--- src/rtl/conv_relu_pool.sv ---
// conv_relu_pool: ReLU, rounding requantization and 2x2 stride-2 max pooling of conv results.
// Optional per-frame saturation counter port sat_cnt, enabled by `define CONV_RELU_POOL_SATCNT_EN.
module conv_relu_pool #(
  parameter int BITS  = 16,
  parameter int ACC_W = 37,
  parameter int SHIFT = 8,
  parameter int MAP_W = 26,
  parameter int MAP_H = 26
) (
  input  logic                    clk_in,
  input  logic                    rst_n,
  input  logic signed [ACC_W-1:0] data_in,
  input  logic                    valid_in,
  input  logic                    frame_sync,
  output logic        [BITS-1:0]  data_out,
  output logic                    ready,
`ifdef CONV_RELU_POOL_SATCNT_EN
  output logic                    frame_done,
  output logic        [15:0]      sat_cnt
`else
  output logic                    frame_done
`endif
);

  localparam int CW  = $clog2(MAP_W) + 1;
  localparam int RW  = $clog2(MAP_H) + 1;
  localparam int LIW = ($clog2(MAP_W / 2) > 0) ? $clog2(MAP_W / 2) : 1;
  localparam logic [ACC_W:0] RND  = ({{ACC_W{1'b0}}, 1'b1} << SHIFT) >> 1;
  localparam logic [ACC_W:0] QMAX = ({{ACC_W{1'b0}}, 1'b1} << (BITS - 1)) - 1'b1;

  logic [CW-1:0]   col, eff_col, nxt_col;
  logic [RW-1:0]   row, eff_row, nxt_row;
  logic            last_px;
  logic [ACC_W:0]  rnd_sum, rnd_val;
  logic [BITS-1:0] q;

  logic            s1_valid, s1_row_odd, s1_col_odd, s1_last;
  logic [LIW-1:0]  s1_lidx;
  logic [BITS-1:0] s1_q, h_max;
  logic [BITS-1:0] pair_max, lb_rd, top_max;
  logic [BITS-1:0] lbuf [2**LIW];

  // A frame_sync alongside a sample makes that sample pixel (0,0).
  always_comb begin
    eff_col = frame_sync ? '0 : col;
    eff_row = frame_sync ? '0 : row;
    last_px = (eff_col == CW'(MAP_W - 1)) && (eff_row == RW'(MAP_H - 1));
    nxt_col = (eff_col == CW'(MAP_W - 1)) ? '0 : eff_col + 1'b1;
    nxt_row = eff_row;
    if (eff_col == CW'(MAP_W - 1))
      nxt_row = (eff_row == RW'(MAP_H - 1)) ? '0 : eff_row + 1'b1;
  end

  // One extra headroom bit keeps the rounding add from overflowing.
  always_comb begin
    rnd_sum = {1'b0, data_in} + RND;
    rnd_val = rnd_sum >> SHIFT;
    if (data_in[ACC_W-1])
      q = '0;
    else if (rnd_val > QMAX)
      q = QMAX[BITS-1:0];
    else
      q = rnd_val[BITS-1:0];
  end

  always_ff @(posedge clk_in) begin
    if (!rst_n) begin
      s1_valid   <= 1'b0;
      s1_q       <= '0;
      s1_row_odd <= 1'b0;
      s1_col_odd <= 1'b0;
      s1_lidx    <= '0;
      s1_last    <= 1'b0;
      col        <= '0;
      row        <= '0;
    end else begin
      s1_valid <= valid_in;
      if (valid_in) begin
        s1_q       <= q;
        s1_row_odd <= eff_row[0];
        s1_col_odd <= eff_col[0];
        s1_lidx    <= eff_col[LIW:1];
        s1_last    <= last_px;
        col        <= nxt_col;
        row        <= nxt_row;
      end else if (frame_sync) begin
        col <= '0;
        row <= '0;
      end
    end
  end

  always_comb begin
    lb_rd    = lbuf[s1_lidx];
    pair_max = (s1_q > h_max) ? s1_q : h_max;
    top_max  = (lb_rd > pair_max) ? lb_rd : pair_max;
  end

  // Line buffer holds the top-row pair maxima; never reset, always written before read.
  always_ff @(posedge clk_in) begin
    if (s1_valid && !s1_row_odd && s1_col_odd)
      lbuf[s1_lidx] <= pair_max;
  end

  always_ff @(posedge clk_in) begin
    if (!rst_n) begin
      data_out   <= '0;
      ready      <= 1'b0;
      frame_done <= 1'b0;
      h_max      <= '0;
    end else begin
      ready      <= s1_valid && s1_row_odd && s1_col_odd;
      frame_done <= s1_valid && s1_last;
      if (s1_valid && s1_row_odd && s1_col_odd)
        data_out <= top_max;
      if (frame_sync && !valid_in)
        h_max <= '0;
      else if (s1_valid && !s1_col_odd)
        h_max <= s1_q;
    end
  end

`ifdef CONV_RELU_POOL_SATCNT_EN
  logic sat_hit;
  assign sat_hit = valid_in && !data_in[ACC_W-1] && (rnd_val > QMAX);

  // Restarts per frame; a saturating sample on the restart cycle counts as the first.
  always_ff @(posedge clk_in) begin
    if (!rst_n)
      sat_cnt <= '0;
    else if (frame_sync || frame_done)
      sat_cnt <= {15'd0, sat_hit};
    else if (sat_hit && (sat_cnt != 16'hFFFF))
      sat_cnt <= sat_cnt + 16'd1;
  end
`endif

endmodule

--- config.mk ---
export PLATFORM = sky130hd
export DESIGN_NAME = conv_relu_pool
export DESIGN_NICKNAME = d
export VERILOG_FILES = /design/src/rtl/conv_relu_pool.sv
export SDC_FILE = /design/constraint.sdc
export NUM_CORES = 1
export LEC_CHECK = 0
export CAP_MARGIN = 20
export CORE_MARGIN = 2
export CORE_UTILIZATION = 55
export CTS_BUF_LIST = sky130_fd_sc_hd__clkbuf_8 sky130_fd_sc_hd__clkbuf_16
export DETAILED_ROUTE_END_ITERATION = 10
export PLACE_DENSITY_LB_ADDON = 0.2
export SYNTH_ARGS = -nofsm -noshare
export SYNTH_HDL_FRONTEND = slang
export SYNTH_SLANG_ARGS = --single-unit
--- constraint.sdc ---
create_clock -name clk_in -period 3.5 [get_ports clk_in]
set_input_delay 0.525 -clock clk_in [delete_from_list [all_inputs] [get_ports clk_in]]
set_output_delay 0.525 -clock clk_in [all_outputs]
set_load 0.02 [all_outputs]
==> impl_metrics.json, run 1 <==
{
  "cts_sinks": 330,
  "viasPerCell": 6.04,
  "stdcell_count": 1442,
  "synth_cells": 927,
  "synth_area_per_cell_um2": 15.3,
  "tns_ps": -73.5,
  "grt_pass1_wl_um": 49000,
  "synth_edf_count": 256,
  "grt_max_degree": 41,
  "gr-total-overflow": 0,
  "synth_top_area_cell": "edfxtp_1",
  "crit_arrival_ps": 3930,
  "final_hold_viol_count": 0,
  "antenna-diode-count": 0,
  "htreeDepth": 2,
  "hold_class": "flop to flop",
  "grt_pass1_vias": 8386,
  "drive_gt1_share_pct": 33.3,
  "vdd_drop_max_mv": 0.368,
  "synth_ff_type": "edfxtp_1",
  "required_ps": 3890,
  "clock-skew-final_ps": 11.3,
  "routabilityCongestion": 0.862,
  "syn_area_um2": 14200,
  "rsz0062_at_grt": "true",
  "async_flop_share_pct": 0,
  "slowest_delay_ps": 550,
  "slew_headroom_pct": 45.2,
  "synth.distinct_cells": 57,
  "finalPower_mw": 8.39,
  "dieWidth_um": 164,
  "dieArea_um2": 27000,
  "violations": "negative setup slack",
  "synth_top_area_share_pct": 54.3,
  "num_rows": 58,
  "chipHeight_um": 164,
  "finalWorstSetupSlack_ps": -35.4,
  "final_util_pct": 70.1,
  "path_max_fanout": 5,
  "critPathKind": "flop to flop",
  "post-route-period-util_pct": 101,
  "tritoncts": "done",
  "crit_family": "multiplexers",
  "power.leakage_nw": 6.02,
  "cts_root_buffer": "clkbuf_16",
  "drt-initial-drc-count": 840,
  "fill_cells": 1561,
  "core_area_um2": 25300,
  "ios": 59,
  "yosysWarnings": 0,
  "wl_um": 34300,
  "syn_nets": 1005,
  "clockBufferDepth": 3,
  "clock.fmax_mhz": 283,
  "worstMarginPinSlew_ps": 822,
  "p_per_area_nw_per_um2": 474,
  "cts_hold_buf": 0,
  "firstDrtPassIters": 7,
  "dp_hpwl_um": 19700,
  "slowest_stage": "mux4_2",
  "path_clk_slew_ps": 60,
  "port_buffers": 51,
  "crit_buf_inv": 6,
  "nNetsFinal": 1168,
  "status": "finished with violations",
  "wl_per_cell_um": 23.8,
  "post-route-min-period_ps": 3540,
  "start_util_pct": 56.1,
  "ys_seq_area_share_pct": 64.8,
  "synth.area.top_cells": "edfxtp_1, mux4_2, dfxtp_1",
  "max-cap-violations": 0,
  "end_kind": "flop",
  "area_growth_pct": 25.1,
  "antenna_left": 0,
  "drcViolationCount": 0,
  "drv_slew": 0,
  "ys_seq_elements": 330,
  "grt_use_total_pct": 24.5,
  "antenna_found_initial": 0,
  "regArea_um2": 9190,
  "clock_latency_ps": 520,
  "via_count": 8706,
  "dp.cells": 1353,
  "cp_cell_sequence": "buf_4 > buf_16 > buf_12 > mux4_2 > mux4_2 > ha_1 > nand4_1 > buf_4 > nor4_4 > a21oi_2 > buf_6 > buf_2 > a32oi_1 > o21ai_0",
  "crit_path_start_kind": "flop",
  "final-setup-viol-count": 6,
  "multiInputGateArea_um2": 5300,
  "cts_made_buffers": 34
}
==> through the flow <==
stage | setup slack, ps | area (µm²) | hold slack, ps
after floorplan | 9.34 | 14200 | 440
after global placement | -131 | 15700 | 449
after detailed placement | -152 | 15700 | 455
after CTS | -27.2 | 16900 | 465
after global routing | -142 | 17700 | 489
final | -35.4 | 17700 | 464
==> synth_stat cells, drive strengths merged, types with 11 or more instances <==
cell,instances
a32oi,12
a221o,11
mux2i,19
nor2b,26
ha,37
nor2,42
mux4,80
a21oi,42
edfxtp,256
clkbuf,30
nand3,14
nand2,67
dfxtp,74
xnor2,16
buf,16
inv,38
o21ai,21
nand4,23
nor3,14
==> tightest hold or removal path, stage by stage (launching register included) <==
cell,delay (ps)
dfxtp_1,300
nand2b_1,60
a21oi_1,50
==> final timing paths <==
path / depth (start not counted) / end / startpoint / slack [ps]
min: 2 / s1_last$_SDFFE_PN0P_ / s1_last$_SDFFE_PN0P_ / 460
min reg2reg: 2 / s1_last$_SDFFE_PN0P_ / s1_last$_SDFFE_PN0P_ / 460
max reg2reg: 14 / data_out[0]$_SDFFE_PN0P_ / flop / -40
max: 14 / data_out[0]$_SDFFE_PN0P_ / flop / -40
==> layout by cell type, fill, tap and decap left out, drive strengths merged, types with 12 or more instances in the layout <==
cell type        n
nor2            42
a21oi           42
inv             47
clkbuf          41
nor2b           26
xnor2           16
dfxtp           74
nand3           14
mux4            80
buf            118
ha              37
nand4           23
clkdlybuf4s50   51
mux2i           19
edfxtp         256
o21ai           21
nor3            14
a32oi           12
nand2           67
==> area by class of cell <==
cell class	count	share of cell area, %
flip-flops and latches	330	51.9
repair buffers	173	9.30
multi-input cells	512	29.9
clock inverters	21	0.636
clock buffers	37	5.10
inverters	39	0.826
well taps	330	2.33
==> timing repair <==
item,4_1_cts,5_1_grt
endpoints found under the setup margin,16,16
hold endpoints to repair,0,0
resized for setup,31,103
cloned,1,7
setup buffers,1,21
pin swaps,5,26
==> cells by family after synthesis <==
logic type	after synthesis	synth area share, %
simple gates	229	8.23
fa+ha+maj	37	3.27
flops	330	64.8
mux	99	14.1
xor+xnor	23	1.42
compound gates	124	5.85
buf+inv	85	2.39
==> layer usage <==
metal	track usage (%)	vias to the layer above	routed length, µm
met2	41.0	342	17300
met5	0	-	0
met4	6.92	0	811
met3	4.14	61	2490
li1	-	3933	-
met1	33.7	4370	13700
==> report_power, final <==
group / leakage [nW] / switching (mW) / internal (mW) / total (mW)
clock network: 0.527 / 1.46 / 1.86 / 3.33
logic: 2.53 / 0.406 / 0.349 / 0.755
registers: 2.96 / 0.0184 / 4.29 / 4.31
==> registers in the layout, summed over array words and instances (netlist names), named ones only <==
signal	cells
lbuf	256
data_out	16
h_max	16
s1_q	16
col	6
row	6
s1_lidx	4
frame_done	1
ready	1
s1_col_odd	1
s1_last	1
s1_row_odd	1
s1_valid	1
No activity file was read; power rests on OpenSTA's default activity.
==> run 2: changes to the inputs <==
--- a/config.mk
+++ b/config.mk
@@ -11,6 +11,7 @@
 export CTS_BUF_LIST = sky130_fd_sc_hd__clkbuf_8 sky130_fd_sc_hd__clkbuf_16
 export DETAILED_ROUTE_END_ITERATION = 10
 export PLACE_DENSITY_LB_ADDON = 0.2
+export SKIP_LAST_GASP = 1
 export SYNTH_ARGS = -nofsm -noshare
 export SYNTH_HDL_FRONTEND = slang
 export SYNTH_SLANG_ARGS = --single-unit
==> run 2 against run 1 <==
Against the previous run:
- the run still ends with negative setup slack left
- largest power group unchanged
- first-iteration DRC count is 5.8% higher
- register-to-register slack hardly changed
- global-route usage stayed put
- combinational power hardly changed
- critical path type unchanged
- worst setup slack better by 12 ps
- fmax is 0.33% higher
- clock power hardly changed
- core utilization is 0.069 points lower
- hold slack hardly changed
- design area hardly changed
- clock-buffer cell count stayed put
==> impl_metrics.json, run 2 (same netlist as run 1, synthesis figures left out) <==
{
  "wl_per_cell_um": 23.8,
  "max-cap-violations": 0,
  "dieWidth_um": 164,
  "area_growth_pct": 25.0,
  "largest_reg_flops": 256,
  "cp_cell_sequence": "buf_4 > buf_16 > buf_12 > mux4_2 > mux4_2 > ha_1 > nand4_1 > buf_4 > nor4_4 > a21oi_2 > buf_6 > buf_2 > a32oi_1 > o21ai_0",
  "tritoncts": "done",
  "cts_made_buffers": 34,
  "grt_pass1_wl_um": 49000,
  "viasPerCell": 6.04,
  "path_max_fanout": 5,
  "worstMarginPinSlew_ps": 805,
  "grt_max_degree": 41,
  "clock.fmax_mhz": 284,
  "antenna-diode-count": 0,
  "drv_slew": 0,
  "crit_arrival_ps": 3920,
  "core_area_um2": 25300,
  "final-setup-viol-count": 6,
  "crit_path_start_kind": "flop",
  "grt_use_total_pct": 24.5,
  "drt-initial-drc-count": 889,
  "final_util_pct": 70.1,
  "post-route-period-util_pct": 101,
  "firstDrtPassIters": 6,
  "num_rows": 58,
  "holdWs_ps": 465,
  "placed_cell_area_um2": 15700,
  "layout_commonest_cell": "edfxtp_1",
  "final_hold_viol_count": 0,
  "power.leakage_nw": 6.02,
  "dp.cells": 1353,
  "violations": "negative setup slack",
  "hold_depth": 2,
  "dieArea_um2": 27000,
  "end_kind": "flop",
  "gr-total-overflow": 0,
  "ff2ff_setup_slack_ps": -20,
  "finalWorstSetupSlack_ps": -23.8,
  "hold_class": "flop to flop",
  "critPathKind": "flop to flop",
  "slowest_stage": "mux4_2",
  "grt_pass1_vias": 8386,
  "via_count": 8713,
  "wl_um": 34300,
  "start_util_pct": 56.1,
  "status": "finished with violations",
  "r2r_cells": 14,
  "htreeDepth": 2,
  "vdd_drop_max_mv": 0.367,
  "cts_root_buffer": "clkbuf_16",
  "slew_headroom_pct": 46.3,
  "r2r_end": "data_out[0]$_SDFFE_PN0P_",
  "clock_latency_ps": 520,
  "clockBufferDepth": 3,
  "drive_gt1_share_pct": 33.0,
  "cts_sinks": 330,
  "fin_area_um2": 17700,
  "min_to": "s1_last$_SDFFE_PN0P_",
  "required_ps": 3890,
  "stdcell_count": 1442,
  "antenna_found_initial": 0,
  "drcViolationCount": 0,
  "path_clk_slew_ps": 60,
  "top_register": "lbuf",
  "antenna_left": 0,
  "post-route-min-period_ps": 3520,
  "routabilityCongestion": 0.862,
  "port_buffers": 51,
  "p_per_area_nw_per_um2": 474,
  "rsz0062_at_grt": "true",
  "final_cell_mix": "edfxtp_1, buf_4, mux4_2",
  "dp_hpwl_um": 19700,
  "ios": 59,
  "chipHeight_um": 164,
  "slowest_delay_ps": 550,
  "finalPower_mw": 8.39,
  "hold_start": "s1_last$_SDFFE_PN0P_",
  "clock-skew-final_ps": 12.3,
  "nNetsFinal": 1168
}
run 2: cell types whose count changed in the layout (fill, tap and decap cells not counted):
cell | before | now
a32oi_1 | 9 | 10
a211oi_2 | 3 | 2
o31ai_2 | 4 | 3
a211oi_1 | 4 | 5
a32oi_2 | 3 | 2
o31ai_1 | 3 | 4
run 2: worst max-delay path: cells and delay by family (launching register included):
| kind | cells | cell delay [ps] |
|---|---|---|
| mux | 2 | 1050 |
| buf+inv | 6 | 850 |
| simple gates | 2 | 430 |
| flops | 1 | 370 |
| compound gates | 3 | 360 |
| fa+ha+maj | 1 | 320 |
run 2: timing repair:
item / CTS / global route
hold buffers: 0 / 0
gates cloned: 1 / 7
endpoints found under the hold margin: 0 / 0
setup buffers: 1 / 21
resized for setup: 31 / 100
endpoints found under the setup margin: 16 / 16
pin swaps: 5 / 26
run 2: final cells by class:
type                       instances  area [µm²]
clock buffer                      37         903
clock inverter                    21         113
fill                            1572        7560
inverter                          39         146
multi-input combinational        512        5280
sequential                       330        9190
tap                              330         413
timing repair buffer             173        1650
run 2: worst max-delay path by stage:
stage | to | slack (ps) | from
3_5_place_dp | data_out[14]$_SDFFE_PN0P_ | -150 | h_max[14]$_SDFFE_PP0P_
2_1_floorplan | data_out[10]$_SDFFE_PN0P_ | 9 | flop
3_3_place_gp | data_out[5]$_SDFFE_PN0P_ | -130 | h_max[15]$_SDFFE_PP0P_
5_1_grt | data_out[5]$_SDFFE_PN0P_ | -150 | h_max[12]$_SDFFE_PP0P_
6_report | data_out[0]$_SDFFE_PN0P_ | -20 | flop
4_1_cts | data_out[3]$_SDFFE_PN0P_ | -30 | h_max[14]$_SDFFE_PP0P_
run 2: stage by stage:
stage / setup WS, ps / TNS, ps
CTS: -27.2 / -173
global route: -153 / -1700
finish: -23.8 / -63.5
floorplan: 9.34 / 0
global placement: -131 / -1860
detailed placement: -152 / -2020
run 2: power breakdown:
group          internal, mW  leakage (nW)  total [mW]  switching, mW
Combinational         0.349          2.53       0.753          0.404
Sequential             4.29          2.96        4.31         0.0187
Clock                  1.86         0.527        3.33           1.47
run 2: metal layers:
metal,routed length (µm),up-vias,GRT usage (%)
li1,-,3933,-
met1,13900,4390,33.7
met2,17300,324,41.0
met3,2290,66,4.14
met4,811,0,6.92
met5,0,-,0
==> run 3: changes to the inputs <==
--- a/config.mk
+++ b/config.mk
@@ -12,6 +12,7 @@
 export DETAILED_ROUTE_END_ITERATION = 10
 export PLACE_DENSITY_LB_ADDON = 0.2
 export SKIP_LAST_GASP = 1
+export SLEW_MARGIN = 20
 export SYNTH_ARGS = -nofsm -noshare
 export SYNTH_HDL_FRONTEND = slang
 export SYNTH_SLANG_ARGS = --single-unit
==> run 3 against run 2 <==
Against the previous run:
- the run still ends with negative setup slack left
- design area barely moved
- via count rose by 2.9%
- largest cell class unchanged
- hold slack improved by 22 ps
- clock skew rose by 11 ps
- largest power group unchanged
- critical path depth rose by 4
- clock power rose by 7.2%
==> impl_metrics.json, run 3 (same netlist as run 1, synthesis figures left out) <==
{
  "wl_um": 35600,
  "path_max_fanout": 6,
  "clockBufferDepth": 3,
  "holdWs_ps": 486,
  "ios": 59,
  "viasPerCell": 6.22,
  "drv_slew": 0,
  "tritoncts": "done",
  "antenna_found_initial": 0,
  "antenna_left": 0,
  "layout_commonest_cell": "edfxtp_1",
  "dr_wl_met3_um": 2640,
  "final-setup-viol-count": 16,
  "chipHeight_um": 164,
  "stdcell_count": 1442,
  "dp.cells": 1352,
  "crit_path_start_kind": "flop",
  "top_register": "lbuf",
  "path_clk_slew_ps": 60,
  "cts_sinks": 330,
  "violations": "negative setup slack",
  "num_rows": 58,
  "hold_class": "flop to flop",
  "largest_reg_flops": 256,
  "drcViolationCount": 0,
  "finalWorstSetupSlack_ps": -260,
  "status": "finished with violations",
  "max-cap-violations": 0,
  "cts_made_buffers": 34,
  "grt_use_total_pct": 25.5,
  "dieArea_um2": 27000,
  "required_ps": 3880,
  "drt-initial-drc-count": 982,
  "vdd_drop_max_mv": 0.393,
  "post-route-min-period_ps": 3760,
  "clock-skew-final_ps": 23.0,
  "clock_latency_ps": 520,
  "start_util_pct": 56.1,
  "p_per_area_nw_per_um2": 489,
  "routabilityCongestion": 0.862,
  "nNetsFinal": 1165,
  "antenna-diode-count": 0,
  "area_growth_pct": 25.1,
  "htreeDepth": 2,
  "grt_pass1_vias": 8655,
  "dp_hpwl_um": 19700,
  "core_area_um2": 25300,
  "final_hold_viol_count": 0,
  "highest_layer": "met4",
  "crit_arrival_ps": 4140,
  "gr-total-overflow": 0,
  "worstMarginPinSlew_ps": 780,
  "end_kind": "flop",
  "dieWidth_um": 164,
  "slew_headroom_pct": 48.0,
  "critPathKind": "flop to flop",
  "met2_wirelength_um": 18000,
  "grt_max_degree": 41,
  "power.leakage_nw": 6.02,
  "wl_met1_um": 13800,
  "post-route-period-util_pct": 107,
  "grt_pass1_wl_um": 50800,
  "cts_root_buffer": "clkbuf_16",
  "final_cell_mix": "edfxtp_1, buf_4, mux4_2",
  "drive_gt1_share_pct": 32.0,
  "rsz0062_at_grt": "true",
  "clock.fmax_mhz": 266,
  "wl_per_cell_um": 24.7,
  "port_buffers": 51,
  "via_count": 8968,
  "firstDrtPassIters": 6
}
[run 3: cell types whose count changed in the layout (fill, tap and decap cells not counted), sizes merged]
cell      before  now
clkbuf        41   38
bufinv         0    3
inv           47   46
clkinv        11   13
clkinvlp       2    1
[run 3: where the power goes]
part           internal [mW]  switching (mW)
sequential              4.29          0.0176
combinational          0.362           0.421
clock                   2.09            1.48
[run 3: routing by layer]
layer / global-route usage (%) / up-vias
met4: 8.70 / 0
met2: 42.7 / 418
met5: 0 / -
met3: 3.82 / 84
li1: - / 3947
met1: 34.4 / 4519
[run 3: metrics by stage]
| stage | instance area (µm²) | worst slack [ps] | power, mW | setup TNS [ps] | util [%] |
|---|---|---|---|---|---|
| final | 17700 | -260 | 8.66 | -1340 | 70.1 |
| after detailed placement | 15700 | -179 | 4.95 | -2390 | 62.2 |
| after global routing | 17700 | -319 | 8.91 | -3100 | 70.1 |
| after floorplan | 14200 | 9.34 | 4.69 | 0 | - |
| after CTS | 17200 | -0.547 | 8.55 | -0.547 | 68.2 |
| after global placement | 15700 | -131 | 4.94 | -1860 | 62.2 |
[run 3: what timing repair did]
action                     4_1_cts  5_1_grt
setup endpoints to repair       16       16
hold buffers                     0        0
pin swaps                       15       27
cloned                           4        1
buffers inserted                10       15
resized for setup               56       65
hold endpoints to repair         0        0
[run 3: final cells by class]
cell class / count / area, µm²
multi-input combinational: 512 / 5280
sequential: 330 / 9180
tap: 330 / 413
clock inverter: 24 / 198
inverter: 39 / 146
clock buffer: 37 / 903
fill: 1596 / 7550
timing repair buffer: 170 / 1590
[run 3: path summary, 6_finish.rpt]
kind	from	endpoint	slack (ps)	depth (start not counted)
worst max-delay path	h_max[11]$_SDFFE_PP0P_	data_out[5]$_SDFFE_PN0P_	-260	18
worst min-delay path	h_max[10]$_SDFFE_PP0P_	h_max[10]$_SDFFE_PP0P_	490	2
worst max register to register	h_max[11]$_SDFFE_PP0P_	data_out[5]$_SDFFE_PN0P_	-260	18
worst min register to register	h_max[10]$_SDFFE_PP0P_	h_max[10]$_SDFFE_PP0P_	490	2
[run 3: worst max-delay path: stages (launching register included)]
cell and delay, ps:
dfxtp_1 350, inv_1 90, ha_4 280, nand4_1 100, or2_4 260, buf_4 140, o2bb2ai_4 250, buf_12 190
mux2i_4 250, buf_6 120, ha_1 230, nand4_1 110, buf_4 150, a21oi_4 40, a211oi_2 220, a21oi_4 140
buf_6 160, a211oi_1 350, o31ai_1 170
